$ cat src/rtl/gc_poll_scheduler_if.sv
// Signal bundle between the GameCube poll scheduler and its neighbours: the GC serial
// engine (request/response) and the N64 responder (busy/committed snapshot).
interface gc_poll_scheduler_if;
  logic        gc_req;
  logic        gc_done;
  logic [63:0] gc_data;
  logic        n64_busy;
  logic [15:0] Buttons;
  logic [15:0] JoyL;
  logic [15:0] JoyR;
  logic        analog_check;
  logic [1:0]  miss_cnt;

  modport master (
    output gc_req, Buttons, JoyL, JoyR, analog_check, miss_cnt,
    input  gc_done, gc_data, n64_busy
  );

  modport slave (
    input  gc_req, Buttons, JoyL, JoyR, analog_check, miss_cnt,
    output gc_done, gc_data, n64_busy
  );
endinterface

$ cat src/rtl/gc_poll_scheduler.sv
// Periodically polls the GC controller, validates each response frame and commits it
// to the N64-facing snapshot only while the N64 responder is not serialising.
module gc_poll_scheduler #(
  parameter logic [15:0] POLL_DIV   = 16'd50000,
  parameter logic [15:0] TIMEOUT    = 16'd4000,
  parameter logic [1:0]  MISS_LIMIT = 2'd3
) (
  input logic clk,
  input logic rst,
  gc_poll_scheduler_if.master bus
);

  typedef enum logic [1:0] {IDLE, REQ, CHECK} state_t;

  state_t      state;
  logic [15:0] pollCnt;
  logic [15:0] toutCnt;
  logic [47:0] staging;
  logic        pending;

  logic        frameValid;
  logic        validHit;
  logic        missHit;
  logic        commitNow;
  logic [1:0]  missInc;
  logic        unusedTriggers;

  function automatic logic [1:0] satInc(input logic [1:0] v);
    return (v >= MISS_LIMIT) ? v : v + 2'd1;
  endfunction

  // Trigger bytes are carried by the frame but never forwarded.
  assign unusedTriggers = ^bus.gc_data[15:0];

  // staging[47:45] / staging[39] are frame bits [63:61] / [55]
  assign frameValid = (staging[47:45] == 3'b000) && staging[39];

  always_comb begin
    validHit  = (state == CHECK) && frameValid;
    missHit   = ((state == CHECK) && !frameValid) ||
                ((state == REQ) && !bus.gc_done && (toutCnt == TIMEOUT - 16'd1));
    missInc   = satInc(bus.miss_cnt);
    commitNow = (pending || validHit) && !bus.n64_busy;
  end

  always_ff @(posedge clk or posedge rst) begin
    if (rst) begin
      state            <= IDLE;
      pollCnt          <= '0;
      toutCnt          <= '0;
      staging          <= '0;
      pending          <= 1'b0;
      bus.gc_req       <= 1'b0;
      bus.Buttons      <= 16'h0000;
      bus.JoyL         <= 16'h8080;
      bus.JoyR         <= 16'h8080;
      bus.analog_check <= 1'b1;
      bus.miss_cnt     <= 2'd0;
    end else begin
      case (state)
        IDLE: begin
          if (pollCnt == POLL_DIV - 16'd1) begin
            state      <= REQ;
            bus.gc_req <= 1'b1;
            toutCnt    <= '0;
          end else begin
            pollCnt <= pollCnt + 16'd1;
          end
        end
        REQ: begin
          // A response on the expiry cycle takes priority over the timeout.
          if (bus.gc_done) begin
            staging    <= {bus.gc_data[63:48], bus.gc_data[47:16]};
            state      <= CHECK;
            bus.gc_req <= 1'b0;
          end else if (toutCnt == TIMEOUT - 16'd1) begin
            state      <= IDLE;
            bus.gc_req <= 1'b0;
            pollCnt    <= '0;
          end else begin
            toutCnt <= toutCnt + 16'd1;
          end
        end
        CHECK: begin
          state   <= IDLE;
          pollCnt <= '0;
        end
        default: begin
          state      <= IDLE;
          bus.gc_req <= 1'b0;
          pollCnt    <= '0;
        end
      endcase

      if (validHit) begin
        bus.miss_cnt     <= 2'd0;
        bus.analog_check <= 1'b0;
      end else if (missHit) begin
        bus.miss_cnt <= missInc;
        if (missInc == MISS_LIMIT) bus.analog_check <= 1'b1;
      end

      // Newest staged frame wins; a frame validated this clock can commit immediately.
      if (commitNow) begin
        bus.Buttons <= staging[47:32];
        bus.JoyL    <= staging[31:16];
        bus.JoyR    <= staging[15:0];
        pending     <= 1'b0;
      end else if (validHit) begin
        pending <= 1'b1;
      end
    end
  end

endmodule

$ cat src/flat_wrapper.sv
// flat-port wrapper written by rule: the top's interface ports become plain ports
module gc_poll_scheduler_flat 
#(
  parameter logic [15:0] POLL_DIV   = 16'd50000,
  parameter logic [15:0] TIMEOUT    = 16'd4000,
  parameter logic [1:0]  MISS_LIMIT = 2'd3
)
  (clk, rst, bus_gc_req, bus_Buttons, bus_JoyL, bus_JoyR, bus_analog_check, bus_miss_cnt, bus_gc_done, bus_gc_data, bus_n64_busy);
  gc_poll_scheduler_if bus_i ();
  input logic clk;
  input logic rst;
  output wire logic [$bits(bus_i.gc_req)-1:0] bus_gc_req;
  output wire logic [$bits(bus_i.Buttons)-1:0] bus_Buttons;
  output wire logic [$bits(bus_i.JoyL)-1:0] bus_JoyL;
  output wire logic [$bits(bus_i.JoyR)-1:0] bus_JoyR;
  output wire logic [$bits(bus_i.analog_check)-1:0] bus_analog_check;
  output wire logic [$bits(bus_i.miss_cnt)-1:0] bus_miss_cnt;
  input wire logic [$bits(bus_i.gc_done)-1:0] bus_gc_done;
  input wire logic [$bits(bus_i.gc_data)-1:0] bus_gc_data;
  input wire logic [$bits(bus_i.n64_busy)-1:0] bus_n64_busy;
  assign bus_gc_req = bus_i.gc_req;
  assign bus_Buttons = bus_i.Buttons;
  assign bus_JoyL = bus_i.JoyL;
  assign bus_JoyR = bus_i.JoyR;
  assign bus_analog_check = bus_i.analog_check;
  assign bus_miss_cnt = bus_i.miss_cnt;
  assign bus_i.gc_done = bus_gc_done;
  assign bus_i.gc_data = bus_gc_data;
  assign bus_i.n64_busy = bus_n64_busy;
  gc_poll_scheduler #(.POLL_DIV(POLL_DIV), .TIMEOUT(TIMEOUT), .MISS_LIMIT(MISS_LIMIT)) u_core (.clk(clk), .rst(rst), .bus(bus_i));
endmodule
$ cat config.mk
export PLATFORM = sky130hd
export DESIGN_NAME = gc_poll_scheduler_flat
export DESIGN_NICKNAME = d
export VERILOG_FILES = /design/src/rtl/gc_poll_scheduler_if.sv /design/src/rtl/gc_poll_scheduler.sv /design/src/flat_wrapper.sv
export SDC_FILE = /design/constraint.sdc
export NUM_CORES = 1
export LEC_CHECK = 0
export ABC_AREA = 1
export CAP_MARGIN = 10
export CORE_ASPECT_RATIO = 1.1
export CORE_UTILIZATION = 56
export DETAILED_ROUTE_END_ITERATION = 10
export PLACE_DENSITY = 0.91
export REMOVE_ABC_BUFFERS = 1
export SLEW_MARGIN = 20
export SYNTH_ARGS = -nofsm -noshare
export SYNTH_HDL_FRONTEND = slang
export SYNTH_SLANG_ARGS = --single-unit
$ cat constraint.sdc
create_clock -name clk -period 9.13 [get_ports clk]
set_clock_uncertainty 0.1 [all_clocks]
set_input_delay 1.826 -clock clk [delete_from_list [all_inputs] [get_ports clk]]
set_output_delay 1.826 -clock clk [all_outputs]
set_load 0.005 [all_outputs]
=== Word level (Yosys, flattened, before mapping) ===
Cells that the tools add are included.

* Flip-flop bits (word level): 135
* Input port bits: 68
* Output and inout port bits: 52

* Magnitude comparators: 1
* Eq/ne operators: 11
* Reduce and logical (&&, ||, !) cells: 23
* Bitwise logic cells: 1
* Mux-type cells: 24
* Add/sub/neg operators: 3

{| class="wikitable"
|+ Operators by type and width
! cell !! number
|-
| $mux 16 || 6
|-
| $pmux 16 s2 || 2
|-
| $add 16x1->16 const B || 2
|-
| $eq 16x12->1 const B || 1
|-
| $eq 16x16->1 const B || 1
|-
| $mux 2 || 6
|-
| $mux 1 || 8
|-
| $ne 2x2->1 const B || 4
|-
| $reduce_bool 2->1 || 4
|-
| $logic_and 1x1->1 || 6
|-
| $reduce_and 2->1 || 3
|-
| $reduce_and 3->1 || 2
|-
| $eq 2x2->1 const B || 2
|-
| $pmux 2 s2 || 1
|-
| $reduce_and 4->1 || 1
|-
| $logic_not 1->1 || 3
|-
| $logic_not 3->1 || 1
|-
| $ne 3x3->1 const B || 1
|-
| $pmux 1 s3 || 1
|-
| $add 2x1->2 const B || 1
|-
| $eq 2x1->1 const B || 1
|-
| $ge 2x2->1 const B || 1
|-
| $logic_not 2->1 || 1
|-
| $logic_or 1x1->1 || 2
|-
| other kinds (2) || 2
|}

=== Logic depth before layout (Yosys ltp) ===
Gate-level depths: netlist (run 1).

* Depth in word-level cells: 7
* Depth in mapped cells: 11

=== Least setup slack after synthesis (run 1) ===
Ideal clock, no wire load.

* Path type: input to register
* From: in bus_n64_busy
* To: reg u_core.bus.Buttons[0]
* Stages: 5
* Arrival time: 2.610 ns
* Library setup time: 0.066 ns
* Setup slack: 6.354 ns
* Data required time: 8.964 ns
* Path buffers: 2
* Cells stage by stage: inv_1 clkbuf_1 clkbuf_1 nand3_1 nand2_1

* Word-level cells in the longest chain between the ends: 2

{| class="wikitable"
|+ Ends and longest elaborated chain
! item !! RTL line !! text
|-
| start, declared || flat_wrapper.sv:20 || <nowiki>input wire logic [$bits(bus_i.n64_busy)-1:0] bus_n64_busy;</nowiki>
|-
| $logic_not 1->1 || gc_poll_scheduler.sv:43 || <nowiki>commitNow = (pending || validHit) && !bus.n64_busy;</nowiki>
|-
| $logic_and 1x1->1 || gc_poll_scheduler.sv:43 ||
|-
| end signal, assigned || gc_poll_scheduler.sv:105 || <nowiki>bus.Buttons <= staging[47:32];</nowiki>
|-
| end, declared || gc_poll_scheduler_if.sv:15 || <nowiki>output gc_req, Buttons, JoyL, JoyR, analog_check, miss_cnt,</nowiki>
|}

Every way passes these cells.
A chain may end at the register's enable or synchronous reset.

=== Final worst setup path (run 1) ===
* From: in bus_n64_busy
* To: reg u_core.bus.JoyR[12]

* Word-level cells in the longest chain between the ends: 2

{| class="wikitable"
|+ Ends and longest elaborated chain
! item !! RTL line !! text
|-
| $logic_not 1->1 || gc_poll_scheduler.sv:43 ||
|-
| $logic_and 1x1->1 || gc_poll_scheduler.sv:43 ||
|-
| end signal, assigned || gc_poll_scheduler.sv:107 || <nowiki>bus.JoyR <= staging[15:0];</nowiki>
|-
| end, declared || gc_poll_scheduler_if.sv:15 ||
|}

Every way passes these cells.

==> summary.txt, run 1 <==
Route
  – DRC: 0
  – 1st-pass router iterations: 5
  – Vias per std cell: 5.38
  – Routed Antenna Nets: 0
  – Iteration-0 DRC Markers: 439
  – DR WL/cell: 14.9 um
  – Wirelength, routed: 14500 um
  – Vias after detailed routing: 5223

Worst setup path
  – Crit Path Max Fanout: 45
  – Arrival @ worst endpoint: 4.15 ns
  – Critical Setup Path Class: input pin to flip-flop
  – Crit. End Element: flip-flop
  – WP data required: 9.31 ns
  – CP Launch Type: input pin

Outcome
  – Outcome: completed

CTS
  – Clk slew on worst S/H paths: 0.06 ns
  – Root Buffer Master: clkbuf_16
  – Sink Count: 135
  – Cts hold-fix bufs: 0
  – H-tree levels: 4
  – CTS tree: done
  – Clock Tree Buf Depth: 2
  – Post-CTS resize count: 0
  – Post-CTS setup buffers: 0
  – Clk Latency, worst-skew pair: 0.42 ns
  – TritonCTS Buffers: 17

Global route
  – Initial antenna violation count: 0
  – Vias in the first global route: 5334
  – Largest net degree at the start of global routing: 72
  – Met3 Use GR: 10.3%
  – Busiest grt layer: met2
  – Global-route wire length before repair: 24800 um
  – M2 GR Usage: 45.9%
  – GRT Total Usage: 28.7%
  – GR Overflow Total: 0
  – GR Util met1: 35.5%

Pwr
  – Worst VDD drop: 0.159 mV
  – Leakage: 0.00371 uW
  – Pwr Density: 210 nW/um^2
  – Power Total: 1600 uW

Yosys
  – Post-synth EDFFs: 0
  – Cells after Synth: 716
  – Number of synthesized register bits: 135
  – Primary FF master, synth: dfrtp_1
  – Netlist Area Pre-Place: 5990 sq um
  – Syn Area/Cell: 8.37 sq um
  – Library cells used by synthesis: 30
  – Post-synthesis sequential area ratio: 56.5%
  – Ys Warns: 0
  – Asr flop ratio synth: 100%

Cells and area
  – Final Net Count: 887
  – End-of-flow core utilization: 73.6%
  – Area delta synth->final: 27.6%
  – Final Cell Area: 7650 sq um
  – Antenna cell count: 0
  – Share of cells above drive strength 1: 7.61%

STA
  – Worst slew margin: 32.5%
  – Hold Fails Final Rpt: 0
  – Setup_tns: 0 ns
  – Period utilization: 43.6%
  – FMAX: 251 MHz
  – Minimum clock period after layout: 3.98 ns
  – Number of max-slew violations in the final report: 0
  – Final worst setup slack: 5.15 ns
  – RSZ-0062 raised after global routing: false
  – Worst Max-Slew Pin Slew: 1.01 ns
  – Final setup viols: 0

Run
  – Max-Cap Viols: 0

Worst hold path
  – HP Class: flip-flop to flip-flop

Placement
  – PortBufs: 103
  – DP Area: 7090 sq um
  – Global placement routability congestion: 0.858
  – Setup WS pre-CTS: 4.80 ns
  – Dpl hpwl: 9450 um

Die
  – IO Pins: 120
  – Core box area: 10400 sq um
  – Die footprint: 11100 sq um
  – Die H: 111 um
  – Site Rows: 39
  – Initial core utilization: 57.7%
  – Die Width: 101 um
registers in the layout, indices dropped and copies added, names as in the netlist:
signal / cells
u_core.pollCnt: 16
u_core.bus.gc_req: 1
u_core.bus.Buttons: 16
u_core.bus.JoyL: 16
u_core.pending: 1
u_core.bus.JoyR: 16
u_core.state: 2
u_core.bus.miss_cnt: 2
u_core.staging: 48
u_core.bus.analog_check: 1
u_core.toutCnt: 16
cell usage after synthesis, types with 4 or more instances:
cell type / instances / area share, %
nand2_1: 272 / 17
dfrtp_1: 130 / 54
nand3_1: 65 / 5.4
inv_1: 61 / 3.8
o21ai_0: 51 / 4.3
nor2_1: 37 / 2.3
buf_2: 12 / 1.0
nor3_1: 9 / 0.75
clkbuf_1: 7 / 0.44
nand4_1: 7 / 0.73
nor2_2: 7 / 0.73
o21ai_1: 7 / 0.58
xor2_1: 7 / 1.0
dfstp_2: 5 / 2.2
nand2_2: 5 / 0.52
o21ai_2: 5 / 0.73
buf_6: 4 / 0.75
path summary, 6_finish.rpt:
path	from	cells past startpoint	slack, ns	to
setup / recovery	bus_n64_busy	6	5.15	u_core.bus.JoyR[12]$_DFFE_PP0P_
hold / removal	u_core.bus.JoyR[7]$_DFFE_PP1P_	2	0.37	u_core.bus.JoyR[7]$_DFFE_PP1P_
setup reg to reg	u_core.state[0]$_DFFE_PP0P_	7	6.54	u_core.bus.JoyR[12]$_DFFE_PP0P_
hold reg to reg	u_core.bus.JoyR[7]$_DFFE_PP1P_	2	0.37	u_core.bus.JoyR[7]$_DFFE_PP1P_
max in group asynchronous	rst	3	5.75	u_core.bus.gc_req$_DFFE_PP0P_
min in group asynchronous	rst	2	1.81	u_core.staging[23]$_DFFE_PP0P_
layout by cell type (no fill, tap or decap), types with 2 or more instances in the layout:
master           synthesis  routed
nand3_1                 65      65
xnor2_1                  3       3
dfrtp_1                130     130
clkbuf_16                0      17
nor3_1                   9       9
nand4_1                  7       7
bufinv_16                0       2
nand2_1                272     272
nor2_2                   7       6
o21ai_2                  5       5
clkinv_2                 0       2
clkinvlp_4               0       3
or2_2                    3       3
o22ai_1                  3       3
clkbuf_1                 7       4
o21ai_0                 51      51
nand2_2                  5       5
clkdlybuf4s50_1          0     103
nand3_4                  2       2
nor2_1                  37      37
a21oi_1                  3       3
o21ai_1                  7       7
buf_4                    1       3
inv_1                   61      60
dfstp_2                  5       5
inv_2                    3       3
xor2_1                   7       7
ha_1                     2       2
through the flow:
step                      instances  hold WS [ns]
after floorplan                 692         0.343
after global placement          941         0.352
after detailed placement        941         0.355
after CTS                       971         0.369
after global routing            971         0.392
final                           971         0.368
layout make-up:
cell class | instances | area (sq um)
fill | 687 | 2740
multi-input combinational | 493 | 2230
sequential | 135 | 3380
clock buffer | 22 | 454
inverter | 64 | 243
clock inverter | 8 | 101
timing repair buffer | 106 | 1050
tap | 143 | 179
worst max-delay path: stages:
cell	delay [ns]
clkdlybuf4s50_1	0.41
inv_1	0.74
nand2_2	0.51
buf_4	0.43
nand2_1	0.11
o21ai_0	0.10
routing by layer:
layer,wire length [um],vias up
met4,376,0
met5,0,-
met1,5740,2509
met2,7280,218
met3,1120,36
li1,-,2460
kinds of logic after synthesis:
kind of cell / synth area share [%]
compound gates: 6.41
xor+xnor: 1.46
fa+ha+maj: 0.417
buf+inv: 6.33
flops: 56.5
simple gates: 28.9
report_power, final:
part	internal (uW)	switching, uW	leakage, uW
clock network	405	248	0.000262
registers	674	61.1	0.00172
logic	108	110	0.00174
Power figures use the tool's default switching activity.
==> run 2, diff against run 1 <==
CORE_UTILIZATION = 52   (was 56)
PLACE_DENSITY = 0.86   (was 0.91)
clock period = 4.1 ns   (was 9.13 ns; I/O delays follow)
==> summary.txt, run 2 (synthesized netlist as in run 1, its figures left out) <==
Global route
  – Met3 Use GR: 8.88% (-1.4 points)
  – GR Overflow Total: 0 (unchanged)
  – Largest net degree at the start of global routing: 71 (-1.4%)
  – GR Util met1: 30.1% (-5.4 points)
  – Busiest grt layer: met2
  – M2 GR Usage: 45.0% (-0.90 points)
  – Initial antenna violation count: 0 (unchanged)
  – Vias in the first global route: 5432 (+1.8%)
  – GRT Total Usage: 26.5% (-2.2 points)
  – Global-route wire length before repair: 24900 um (+0.56%)

CTS
  – Clk Latency, worst-skew pair: 0.42 ns (about the same)
  – Post-CTS setup buffers: 0 (unchanged)
  – TritonCTS Buffers: 17 (unchanged)
  – Cts hold-fix bufs: 0 (unchanged)
  – H-tree levels: 4 (unchanged)
  – Post-CTS resize count: 0 (unchanged)
  – Sink Count: 135 (unchanged)
  – Root Buffer Master: clkbuf_16
  – CTS tree: done
  – Clock Tree Buf Depth: 2 (unchanged)
  – Clk slew on worst S/H paths: 0.06 ns (about the same)

Route
  – DRC: 0 (unchanged)
  – Wirelength, routed: 14400 um (-1.1%)
  – DR WL/cell: 14.7 um (-2.0%)
  – Routed Antenna Nets: 0 (unchanged)
  – Iteration-0 DRC Markers: 334 (-24%)
  – Vias after detailed routing: 5204 (-0.36%)
  – Vias per std cell: 5.31 (-1.3%)
  – 1st-pass router iterations: 5 (unchanged)

Cells and area
  – Final Cell Area: 7750 sq um (+1.3%)
  – Antenna cell count: 0 (unchanged)
  – Final Net Count: 890 (+0.34%)
  – Share of cells above drive strength 1: 8.40% (+0.79 points)
  – Most frequent cells in the layout: nand2_1 (272), dfrtp_1 (130), clkdlybuf4s50_1 (103), nand3_1 (65), inv_1 (60)
  – Reg area: 3380 sq um (unchanged)
  – Largest reg by FF count: u_core.staging
  – Max reg flops: 48 (unchanged)
  – Multi-input gate area: 2230 sq um (unchanged)
  – Most common cell after layout, fill and taps aside: nand2_1
  – Fill cells: 781 (+14%)
  – Area delta synth->final: 29.4%

Pwr
  – Worst VDD drop: 0.475 mV (+200%)
  – Power Total: 3690 uW (+130%)
  – Pwr Density: 476 nW/um^2 (+130%)
  – Leakage: 0.00376 uW (+1.3%)

Worst setup path
  – Critical path cell sequence: nor2_2, nand4_2, nand2_2, nand2_2, buf_4, nand2_1, o21ai_0
  – CP max stage cell: nand2_2
  – R2r setup slk: 1.50 ns (-5.04 ns)
  – Critical Setup Path Class: flip-flop to flip-flop
  – WP buf/inv: 1 (-2)
  – Crit path launch: u_core.state[0]$_DFFE_PP0P_
  – CP delay by family, top: simple AND/OR/NAND/NOR gates
  – Crit. End Element: flip-flop
  – CP Depth: 7 (+1)
  – Critical Path Max Stage Delay: 0.59 ns (-0.15 ns)
  – Crit path to: u_core.bus.JoyR[12]$_DFFE_PP0P_
  – WP data required: 4.30 ns (-5.01 ns)
  – RR Startpoint: u_core.state[0]$_DFFE_PP0P_
  – CP Launch Type: flip-flop
  – Crit Path Max Fanout: 37 (-18%)
  – CP most frequent cell: nand2_2
  – Arrival @ worst endpoint: 2.80 ns (-1.35 ns)
  – R2r endpoint: u_core.bus.JoyR[12]$_DFFE_PP0P_
  – R2R depth: 7 (unchanged)

Die
  – Die footprint: 12000 sq um (+7.5%)
  – Initial core utilization: 54.2% (-3.5 points)
  – Site Rows: 40 (+2.6%)
  – Die H: 115 um (+3.7%)
  – Die Width: 104 um (+3.7%)
  – Core box area: 11100 sq um (+6.4%)
  – IO Pins: 120 (unchanged)

STA
  – Period utilization: 63.4%
  – Hold Fails Final Rpt: 0 (unchanged)
  – Hold WS: 0.368 ns (-0.000752 ns)
  – Worst slew margin: 51.2% (+19 points)
  – Worst Max-Slew Pin Slew: 0.730 ns (-0.281 ns)
  – Number of max-slew violations in the final report: 0 (unchanged)
  – Final setup viols: 0 (unchanged)
  – Minimum clock period after layout: 2.60 ns
  – RSZ-0062 raised after global routing: false
  – Setup_tns: 0 ns (unchanged)
  – FMAX: 385 MHz

Run
  – Max-Cap Viols: 0 (unchanged)

Placement
  – PortBufs: 103 (unchanged)
  – Global placement routability congestion: 0.865 (+0.80%)
  – DP Area: 7130 sq um (+0.56%)
  – Dpl hpwl: 9260 um (-2.0%)

Outcome
  – Outcome: completed

Worst hold path
  – HP Class: flip-flop to flip-flop
run 2: through the flow:
step,util (%),setup slack (ns),cells
2_1_floorplan,-,-0.423,692
3_3_place_gp,64.5,1.26,948
3_5_place_dp,64.5,1.24,948
4_1_cts,70.1,1.50,980
5_1_grt,70.1,1.30,980
6_report,70.1,1.50,980
run 2: area by class of cell:
class	instances	area share (%)
repair buffers	109	14.0
inverters	64	3.13
multi-input cells	493	28.8
clock buffers	22	6.12
clock inverters	10	1.86
well taps	147	2.37
flip-flops and latches	135	43.7
run 2: tightest hold or removal path, cell delays in order, from the launching register on:
cell	delay [ns]
dfstp_2	0.36
inv_1	0.04
a21oi_1	0.06
run 2: worst min path at each step:
stage,startpoint,end,slack (ns),cells past startpoint
after floorplan,u_core.staging[0]$_DFFE_PP0P_,u_core.staging[0]$_DFFE_PP0P_,0.34,2
after global placement,u_core.bus.JoyR[0]$_DFFE_PP0P_,u_core.bus.JoyR[0]$_DFFE_PP0P_,0.35,2
after detailed placement,u_core.bus.Buttons[7]$_DFFE_PP0P_,u_core.bus.Buttons[7]$_DFFE_PP0P_,0.36,2
after CTS,u_core.bus.JoyR[8]$_DFFE_PP0P_,u_core.bus.JoyR[8]$_DFFE_PP0P_,0.37,2
after global routing,u_core.staging[36]$_DFFE_PP0P_,u_core.staging[36]$_DFFE_PP0P_,0.39,2
final,u_core.bus.analog_check$_DFFE_PP1P_,u_core.bus.analog_check$_DFFE_PP1P_,0.37,2
run 2: metal layers:
| metal | part of all wire [%] | wire [um] | vias to the layer above |
|---|---|---|---|
| met1 | 39 | 5590 | 2478 |
| met3 | 7.7 | 1100 | 48 |
| met4 | 3.4 | 484 | 0 |
| li1 | - | - | 2471 |
| met5 | 0 | 0 | - |
| met2 | 50 | 7180 | 207 |
run 2: power breakdown:
| part | internal, uW | switching [uW] |
|---|---|---|
| Clock | 1010 | 572 |
| Sequential | 1500 | 130 |
| Combinational | 242 | 238 |
| Total | 2750 | 940 |
